## src/rtl/expr_eval.sv

```systemverilog
// expr_eval
//    Arithmetic evaluator for the single-digit expression grammar
//    digit ((+|*) digit)*, consuming one ASCII character per clock.
//    Multiplication binds tighter than addition. The value of the longest
//    valid prefix ending on a digit is held in value; ok is high while the
//    characters so far form a complete valid expression.
//
// Parameters
//    WIDTH  width of the sum, product and value registers (minimum 4)
//
// Ports
//    clk    rising-edge clock, in is sampled on every edge
//    clr_n  asynchronous active-low reset
//    in     ASCII character ('0'-'9', '+', '*'; anything else is invalid)
//    ok     high when the stream so far is a complete valid expression
//    value  result of the longest valid prefix ending on a digit
//    ovf    sticky overflow flag
//
// Configuration
//    EXPR_EVAL_OVF_EN  when defined, ovf latches any wrap of a product,
//                      running sum or value sum until clr_n; otherwise ovf
//                      is tied low and arithmetic wraps silently.

module expr_eval #(
   parameter int WIDTH = 16
) (
   input  logic             clk,
   input  logic             clr_n,
   input  logic [7:0]       in,
   output logic             ok,
   output logic [WIDTH-1:0] value,
   output logic             ovf
);

   typedef enum logic [1:0] {
      S_INIT,
      S_NUM,
      S_OP,
      S_ERR
   } state_t;

   state_t           state_q, state_d;
   logic [WIDTH-1:0] sum_q, sum_d;
   logic [WIDTH-1:0] prod_q, prod_d;
   logic [WIDTH-1:0] val_q, val_d;
   logic             mul_q, mul_d;

   logic             is_digit, is_plus, is_star;
   logic [WIDTH-1:0] digit;
   logic [WIDTH-1:0] mul_trunc;
   logic [WIDTH-1:0] new_prod;
   logic             use_mul;
   logic             do_digit;
   logic             do_plus;

   // Character decode. For '0'..'9' the low nibble is already the digit
   // value, so no subtraction is needed.
   assign is_digit  = (in >= 8'h30) && (in <= 8'h39);
   assign is_plus   = (in == 8'h2B);
   assign is_star   = (in == 8'h2A);
   assign digit     = WIDTH'(in[3:0]);
   assign mul_trunc = prod_q * digit;

   // A digit either starts a fresh product term or extends the current one,
   // depending on whether the operator just seen was '*'.
   assign use_mul  = (state_q == S_OP) && mul_q;
   assign new_prod = use_mul ? mul_trunc : digit;

   // Next-state and datapath update. S_ERR, and any transition into it,
   // leaves every register untouched so value keeps the last good result.
   always_comb begin
      state_d  = state_q;
      sum_d    = sum_q;
      prod_d   = prod_q;
      mul_d    = mul_q;
      val_d    = val_q;
      do_digit = 1'b0;
      do_plus  = 1'b0;
      case (state_q)
         S_INIT, S_OP: begin
            if (is_digit) begin
               state_d  = S_NUM;
               do_digit = 1'b1;
               prod_d   = new_prod;
               val_d    = sum_q + new_prod;
            end else begin
               state_d = S_ERR;
            end
         end
         S_NUM: begin
            if (is_plus) begin
               state_d = S_OP;
               do_plus = 1'b1;
               sum_d   = sum_q + prod_q;
               mul_d   = 1'b0;
            end else if (is_star) begin
               state_d = S_OP;
               mul_d   = 1'b1;
            end else begin
               state_d = S_ERR;
            end
         end
         default: begin
            state_d = S_ERR;
         end
      endcase
   end

   // State and datapath registers.
   always_ff @(posedge clk or negedge clr_n) begin
      if (!clr_n) begin
         state_q <= S_INIT;
         sum_q   <= '0;
         prod_q  <= '0;
         val_q   <= '0;
         mul_q   <= 1'b0;
      end else begin
         state_q <= state_d;
         sum_q   <= sum_d;
         prod_q  <= prod_d;
         val_q   <= val_d;
         mul_q   <= mul_d;
      end
   end

   assign ok    = (state_q == S_NUM);
   assign value = val_q;

`ifdef EXPR_EVAL_OVF_EN
   localparam int PW = WIDTH + 4;

   logic [PW-1:0]  prod_wide;
   logic [WIDTH:0] val_wide;
   logic [WIDTH:0] sum_wide;
   logic           ovf_set;
   logic           ovf_q;

   // Widened copies of the three arithmetic paths; any bit above WIDTH
   // means the stored (truncated) result has wrapped.
   assign prod_wide = PW'(prod_q) * PW'(in[3:0]);
   assign val_wide  = {1'b0, sum_q} + {1'b0, new_prod};
   assign sum_wide  = {1'b0, sum_q} + {1'b0, prod_q};

   always_comb begin
      ovf_set = 1'b0;
      if (do_digit && use_mul && (prod_wide[PW-1:WIDTH] != '0)) begin
         ovf_set = 1'b1;
      end
      if (do_digit && val_wide[WIDTH]) begin
         ovf_set = 1'b1;
      end
      if (do_plus && sum_wide[WIDTH]) begin
         ovf_set = 1'b1;
      end
   end

   // Sticky flag, cleared only by reset.
   always_ff @(posedge clk or negedge clr_n) begin
      if (!clr_n) begin
         ovf_q <= 1'b0;
      end else if (ovf_set) begin
         ovf_q <= 1'b1;
      end
   end

   assign ovf = ovf_q;
`else
   assign ovf = 1'b0;
`endif

endmodule

```

## config.mk

```make
export PLATFORM = sky130hd
export DESIGN_NAME = expr_eval
export DESIGN_NICKNAME = d
export VERILOG_FILES = /design/src/rtl/expr_eval.sv
export SDC_FILE = /design/constraint.sdc
export NUM_CORES = 1
export LEC_CHECK = 0
export CAP_MARGIN = 15
export CORE_ASPECT_RATIO = 0.7
export CORE_MARGIN = 2
export CORE_UTILIZATION = 65
export CTS_CLUSTER_SIZE = 20
export DETAILED_ROUTE_END_ITERATION = 8
export GPL_TIMING_DRIVEN = 0
export PLACE_DENSITY_LB_ADDON = 0.1
export SYNTH_ARGS = -nofsm -noshare
export SYNTH_HDL_FRONTEND = slang
export SYNTH_SLANG_ARGS = --single-unit
```

## constraint.sdc

```tcl
create_clock -name clk -period 8.8 [get_ports clk]
set_clock_uncertainty 0.15 [all_clocks]
set_input_delay 0.88 -clock clk [delete_from_list [all_inputs] [get_ports clk]]
set_output_delay 0.88 -clock clk [all_outputs]
set_load 0.05 [all_outputs]
```

---- After elaboration in Yosys (flattened, before gate mapping) ----
Index checks and enable logic that the tools add are counted.
word-level totals
  word-level logic and storage cells ...... 29
  register bits ........................... 51
  bits of input ports ..................... 10
  output and inout bits ................... 18
cells by class
  multiplexer cells ....................... 7
  magnitude comparators ................... 2
  add/sub/neg operators ................... 2
  reductions and logical operators ........ 8
  eq/ne operators ......................... 4
  multiply operators ...................... 1
operators by type and width
  cell                count
  $add 16x16->16      2
  $eq 8x6->1 const B  2
  $mul 16x4->16       1
  $mux 16             1
  $ge 8x6->1 const B  1
  $le 8x6->1 const B  1
  $reduce_and 2->1    3
  $mux 1              4
  $pmux 2 s2          1
  $eq 2x1->1 const B  1
  $eq 2x2->1 const B  1
  $logic_and 1x1->1   2
  $logic_not 2->1     1
  $mux 2              1
  $reduce_bool 2->1   1
  $reduce_or 2->1     1

---- Logic depth before layout (Yosys ltp) ----
Gate-level depths: netlist (run 1).
  depth in word-level cells ............... 4
  gate-level depth with buffers ........... 22
  depth with buffers taken out ............ 20

---- Least setup slack after synthesis (run 1) ----
Ideal clock, no wire load.
  kind .................................... input port to flip-flop
  from .................................... in in[1]
  to ...................................... reg val_q[15] (netlist: value[15])
  arrival time ............................ 5.453 ns
  stages .................................. 21
  path slack .............................. 3.067 ns
  buffers on the path ..................... 2
  setup time .............................. 0.130 ns
  required time ........................... 8.520 ns
  cell sequence ........................... clkbuf_1 > clkbuf_1 > nand2_1 > fa_1 > fa_1 > inv_1 > ha_1 > a21o_1 > a221o_1 > or2_2 > xnor2_1 > nor2_1 > ha_1 > a21oi_1 > o21ai_1 > a21oi_2 > nor2_1 > or4_4 > a311o_1 > xnor3_1 > o21ai_1
between the ends
  word-level cells in the longest chain between the ends .. 3
ends and longest elaborated chain
  item                  RTL line  source
  from (decl)           29        input logic [7:0] in,
  $mul 16x4->16         62        assign mul_trunc = prod_q * digit;
  $mux 16               67        assign new_prod = use_mul ? mul_trunc : digit;
  net new_prod[7]       51        logic [WIDTH-1:0] new_prod;
  $add 16x16->16        85        val_d = sum_q + new_prod;
  to (signal assigned)  121       val_q <= val_d;
  to (decl)             45        logic [WIDTH-1:0] val_q, val_d;
The timed path passes the listed nets, and every way through them passes these cells.
A chain may end at the register's enable or synchronous reset.

---- Worst setup path after layout (run 1) ----
  from .................................... in in[2]
  to ...................................... reg val_q[15] (netlist: value[15])
The elaborated chain is that of the path after synthesis.

==> impl_metrics.csv, run 1 <==
group,metric,value,unit
run_status,status,"complete, no violations",
global_route,grt_max_degree,35,
synthesis,syn_area,4800,sq um
synthesis,synth_cell_types,55,
timing,setup_viol,0,
power_and_ir_drop,ir_drop,79.3,uV
timing,period_share,74.9,%
global_route,grt_overflow,0,
synthesis,async_flop_share,100,%
run,max-cap-violations,0,
timing,fin_hold_ws,327,ps
clock_tree,post-cts-setup-buffers,0,
floorplanning,die_area,8090,sq um
timing,final_max_slew_viol_count,0,
clock_tree,cts.clk_slew.worst_paths,90,ps
synthesis,syn_area_per_cell,8.78,sq um
power_and_ir_drop,power_density,82.0,nW/um^2
place,gp_congestion,0.937,
critical_path,start_kind,"input port",
global_route,grt_pass1_wl,18.6,mm
worst_hold_path,hp-class,"flop to flop",
cells_and_area,multi_input_area,3290,sq um
cells_and_area,area.growth.synth_to_final,10.5,%
timing,relSlewSlack,57.7,%
floorplanning,io_pins,28,
synthesis,synth_nets,629,
synthesis,synth_top_family_by_area,"adder cells",
timing,hold_viol,0,
route,antenna_left,0,
cells_and_area,seqCellArea,1280,sq um
timing,rsz0062_at_grt,"false",
critical_path,worstPathRequired,8820,ps
floorplanning,start_util,66.4,%
timing,tns,0,ps
cells_and_area,num_antenna_cells,0,
critical_path,worstPathArrival,6610,ps
clock_tree,htreeDepth,2,
global_route,grt_pass1_vias,3818,
cells_and_area,final_cell_area,5300,sq um
cells_and_area,fin_cells,678,
floorplanning,placementRows,26,
cells_and_area,fillers,579,
synthesis,ys_ff_latch,51,
floorplanning,fp.dieW,107,um
clock_tree,postCtsHoldBufs,0,
timing,period_minus_slack,6590,ps
route,drtPass1Iterations,5,
route,totalWireLength,11.0,mm
synthesis,synth_seq_area_share,26.6,%
synthesis,synth_compound_area_share,15.5,%
floorplanning,die_y,75.9,um
route,vias,3996,
place,hpwlAfterDp,8.75,mm
synthesis,synthAdderAreaFrac,23.3,%
synthesis,synthSimpleGateAreaFrac,19.7,%
cells_and_area,num-nets-final,662,
timing,worstMarginPinSlew,634,ps
critical_path,path_max_fanout,10,
clock_tree,cts_tree,"yes",
synthesis,yosys-mux-area-fraction,2.58,%
clock_tree,cts_made_buffers,5,
floorplanning,core,7220,sq um
critical_path,end_kind,"flop",
place,postPlaceCellArea,5180,sq um
clock_tree,cts_resized,0,
clock_tree,cts_sinks,51,
power_and_ir_drop,p_leak,2.59,nW
critical_path,crit_type,"input port to flop",
clock_tree,clk_path_buf_depth,2,
timing,fmax,152,MHz
synthesis,ys.flop_type,"dfrtp_1",
route,drc,0,
cells_and_area,drive_gt1_share,5.17,%
clock_tree,root_buffer,"clkbuf_8",
synthesis,synth_enable_flop_cells,0,
place,dp_cells,670,
route,drt_iter0_drc,205,
global_route,antenna_found_initial,0,
synthesis,syn_inst,546,
route,wire_per_inst,16.2,um
synthesis,synth-xor-area-share,7.41,%
route,drt-vias-per-instance,5.89,
clock_tree,insertion_delay,310,ps
synthesis,synth_warnings,0,
place,port_buffers,25,
global_route,grt_util_all_layers,29.4,%
## Yosys cell counts, drive strengths merged, types with 2 or more instances
cell type / number / area share (%)
nand2: 79 / 6.2
dfrtp: 51 / 27
ha: 46 / 12
inv: 44 / 3.4
o21ai: 37 / 3.9
nor2: 34 / 2.7
and2: 31 / 4.0
fa: 27 / 11
a21oi: 22 / 2.4
xnor2: 22 / 4.0
xor2: 16 / 2.9
clkbuf: 15 / 1.2
nor3: 13 / 1.4
a21o: 12 / 1.9
mux2: 11 / 2.6
o31ai: 9 / 1.4
and3: 7 / 0.91
nand3: 6 / 0.63
o21a: 6 / 0.94
a211oi: 5 / 0.89
a31oi: 4 / 0.52
nand2b: 4 / 0.52
nand3b: 3 / 0.47
nor2b: 3 / 0.39
nor3b: 3 / 0.47
o2111ai: 3 / 0.55
o21bai: 3 / 0.47
or3: 3 / 0.39
a21boi: 2 / 0.39
buf: 2 / 0.23
nand4: 2 / 0.26
o41ai: 2 / 0.37
or2: 2 / 0.26
## flip-flops by register name (all words and copies together) (netlist names)
signal,flops
prod_q,16
mul_q,1
sum_q,16
state_q,2
value,16
## report_power, final
part	switching [W]	total, W	internal, W
sequential	0.000000160	0.000234	0.000234
clock	0.0000833	0.000175	0.0000922
combinational	0.0000163	0.0000251	0.00000872
## per-stage QoR
step | setup WS [ps] | power, W | utilization [%]
6_report | 2210 | 0.000435 | 73.4
5_1_grt | 1960 | 0.000447 | 73.4
4_1_cts | 2250 | 0.000436 | 73.4
3_5_place_dp | 1930 | 0.000264 | 71.8
3_3_place_gp | 2050 | 0.000263 | 71.6
2_1_floorplan | 3070 | 0.000250 | -
## layout make-up
class / count / area share (%)
well taps: 98 / 2.31
multi-input cells: 434 / 62.0
clock buffers: 6 / 1.56
flip-flops and latches: 51 / 24.1
clock inverters: 2 / 0.661
plain buffers: 17 / 1.27
repair buffers: 26 / 5.00
inverters: 44 / 3.12
## worst max-delay path, stage by stage
cell             delay (ps)
clkdlybuf4s50_1         710
clkbuf_1                380
nand2_1                 130
fa_1                    500
fa_1                    610
inv_1                    60
ha_1                    290
a21o_1                  210
a221o_1                 330
or2_2                   310
xnor2_1                 200
nor2_1                   90
ha_1                    360
a21oi_1                 140
o21ai_1                 110
a21oi_2                 200
nor2_1                   70
or4_4                   430
a311o_1                 300
xnor3_1                 210
o21ai_1                  60
## logic make-up after synthesis
| family | count (synthesis) |
|---|---|
| simple gates | 196 |
| mux | 11 |
| fa+ha+maj | 73 |
| compound gates | 114 |
| buf+inv | 61 |
| flops | 51 |
| xor+xnor | 39 |
| other cells | 1 |
## layout by cell type, fill, tap and decap left out, drive strengths merged, types with 4 or more instances in the layout
cell type,Yosys,final
a21oi,22,22
buf,2,4
inv,44,44
a31oi,4,4
a21o,12,12
o21a,6,6
mux2,11,11
nor3,13,13
nand2,79,79
ha,46,46
nor2,34,34
xnor2,22,22
o21ai,37,37
clkdlybuf4s50,0,24
fa,27,27
o31ai,9,9
nand3,6,6
dfrtp,51,51
xor2,16,16
and2,31,31
clkbuf,15,21
a211oi,5,5
nand2b,4,4
and3,7,7
## path summary, 6_finish.rpt
| kind | start | to | slack [ps] | depth (start not counted) |
|---|---|---|---|---|
| hold reg to reg | sum_q[15] | sum_q[15] | 330 | 1 |
| setup / recovery | in[2] | value[15] | 2210 | 21 |
| setup reg to reg | prod_q[2] | value[15] | 3310 | 20 |
| hold / removal | sum_q[15] | sum_q[15] | 330 | 1 |
| min in group asynchronous | clr_n | sum_q[12] | 350 | 1 |
| max in group asynchronous | clr_n | sum_q[13] | 7610 | 2 |
## per-layer routing
metal	global-route usage [%]	wire length, um
met3	3.76	500
met2	49.5	5150
met5	0	0
met4	6.20	99
met1	41.7	5220
No activity file was read; power rests on OpenSTA's default activity.
==> inputs of run 2 (changes only) <==
--- a/config.mk
+++ b/config.mk
@@ -8,7 +8,7 @@
 export CAP_MARGIN = 15
 export CORE_ASPECT_RATIO = 0.7
 export CORE_MARGIN = 2
-export CORE_UTILIZATION = 65
+export CORE_UTILIZATION = 55
 export CTS_CLUSTER_SIZE = 20
 export DETAILED_ROUTE_END_ITERATION = 8
 export GPL_TIMING_DRIVEN = 0
==> constraint.sdc (replaced) <==
create_clock -name clk -period 5.69 [get_ports clk]
set_clock_uncertainty 0.15 [all_clocks]
set_input_delay 0.569 -clock clk [delete_from_list [all_inputs] [get_ports clk]]
set_output_delay 0.569 -clock clk [all_outputs]
set_load 0.05 [all_outputs]
==> impl_metrics.csv, run 2 (synthesized netlist as in run 1, its figures left out) <==
group,metric,value,unit
run_status,status,"complete, no violations",
clock_tree,cts.clk_slew.worst_paths,70,ps
global_route,grt_pass1_vias,3722,
place,postPlaceCellArea,5210,sq um
global_route,grt_util_all_layers,24.8,%
floorplanning,placementRows,28,
place,hpwlAfterDp,9.00,mm
cells_and_area,final_cell_area,5370,sq um
route,wire_per_inst,15.9,um
timing,final_max_slew_viol_count,0,
critical_path,r2r_slack,310,ps
critical_path,r2r_end,"value[15]",
clock_tree,clk_path_buf_depth,2,
cells_and_area,final_common_cell,"nand2_1",
route,vias,3909,
cells_and_area,num_antenna_cells,0,
worst_hold_path,hp-class,"input port to async pin",
cells_and_area,num-nets-final,660,
critical_path,crit_start,"in[2]",
cells_and_area,area.growth.synth_to_final,12.1,%
clock_tree,root_buffer,"clkbuf_16",
critical_path,critPathCapture,"value[15]",
route,met3_length,483,um
critical_path,start_kind,"input port",
power_and_ir_drop,p_leak,2.62,nW
critical_path,end_kind,"flop",
route,drc,0,
clock_tree,htreeDepth,2,
cells_and_area,final_cell_mix,"nand2_1, dfrtp_1, ha_1",
global_route,antenna_found_initial,0,
critical_path,worstPathRequired,5710,ps
global_route,grt_overflow,0,
floorplanning,core,8440,sq um
run,max-cap-violations,0,
timing,relSlewSlack,54.5,%
critical_path,worstPathArrival,5490,ps
place,port_buffers,25,
route,antenna_left,0,
floorplanning,start_util,56.8,%
place,dp_slack,-828,ps
timing,fmax,183,MHz
route,totalWireLength,11.1,mm
route,drt-vias-per-instance,5.60,
cells_and_area,fillers,716,
floorplanning,die_area,9490,sq um
timing,rsz0062_at_grt,"false",
route,wl_met1,5.44,mm
cells_and_area,drive_gt1_share,6.40,%
critical_path,path_max_fanout,10,
route,drtPass1Iterations,4,
clock_tree,postCtsHoldBufs,0,
power_and_ir_drop,p_total,0.000726,W
critical_path,crit_type,"input port to flop",
global_route,grt_max_degree,33,
floorplanning,die_y,82.1,um
timing,hold_viol,0,
floorplanning,fp.dieW,116,um
global_route,grt_pass1_wl,18.2,mm
power_and_ir_drop,ir_drop,123,uV
route,drt_iter0_drc,235,
timing,fin_ws,212,ps
power_and_ir_drop,power_density,135,nW/um^2
floorplanning,io_pins,28,
place,gp_congestion,0.856,
clock_tree,insertion_delay,300,ps
timing,period_share,96.3,%
clock_tree,cts_sinks,51,
timing,worstMarginPinSlew,682,ps
critical_path,r2r_start,"prod_q[2]",
critical_path,r2r_cells,20,
timing,setup_viol,0,
timing,period_minus_slack,5480,ps
clock_tree,cts_tree,"yes",
clock_tree,cts_made_buffers,5,
route,maxUsedRoutingLayer,"met4",
route,wl_met2,5.04,mm
==> run 2: cell count changes in the layout (fill, tap and decap cells not counted), sizes merged <==
cell	delta
dlygate4sd2	+1
clkbuf	-2
buf	+4
bufinv	-1
clkdlybuf4s50	-3
clkinv	-1
==> run 2: how the worst min path moves through the flow <==
stage | to | cells after the start
6_report | value[14] | 1
5_1_grt | value[14] | 1
4_1_cts | value[13] | 1
3_5_place_dp | value[10] | 2
3_3_place_gp | value[10] | 2
2_1_floorplan | mul_q | 0
==> run 2: power breakdown <==
part	switching [W]	leakage, nW	internal [W]
Sequential	0.000000260	0.697	0.000362
Clock	0.000138	0.0772	0.000188
Combinational	0.0000247	1.84	0.0000125
Total	0.000163	2.62	0.000563
==> run 2: repair_timing <==
action / 4_1_cts / 5_1_grt
resized for setup: 13 / 9
endpoints found under the setup margin: 5 / 3
gates cloned: 0 / 0
pin swaps: 0 / 1
buffers inserted: 0 / 1
==> run 2: metal layers <==
| layer | global-route usage [%] | vias to the layer above |
|---|---|---|
| li1 | - | 1917 |
| met1 | 35.8 | 1901 |
| met2 | 39.6 | 79 |
| met3 | 3.50 | 12 |
| met4 | 6.79 | 0 |
| met5 | 0 | - |
==> run 2: critical path, cell delays in order <==
cell and delay (ps):
buf_2 170, buf_4 190, and2_1 150, fa_1 510, inv_1 60, fa_1 530
inv_1 40, ha_1 330, and3_1 170, a221o_1 350, or2_2 330, xnor2_2 150
nor2_1 80, ha_1 360, a21oi_1 140, o21ai_1 110, a21oi_2 190, nor2_1 70
or4_4 430, a311o_1 290, xnor3_1 200, o21ai_1 60
==> run 2: metrics by stage <==
| stage | instances | util (%) | TNS (ps) | hold slack (ps) |
|---|---|---|---|---|
| finish | 698 | 63.6 | 0 | 83.2 |
| floorplan | 546 | - | 0 | 123 |
| global route | 698 | 63.6 | 0 | 109 |
| global placement | 691 | 61.5 | -2600 | 306 |
| CTS | 699 | 63.8 | 0 | 102 |
| detailed placement | 692 | 61.7 | -2950 | 314 |
==> run 2: area by class of cell <==
class	count	area, sq um	area share [%]
buffer	14	61.3	1.14
tap	120	150	2.79
timing repair buffer	27	262	4.87
sequential	51	1280	23.7
inverter	44	165	3.07
clock buffer	8	156	2.91
multi-input combinational	434	3300	61.5
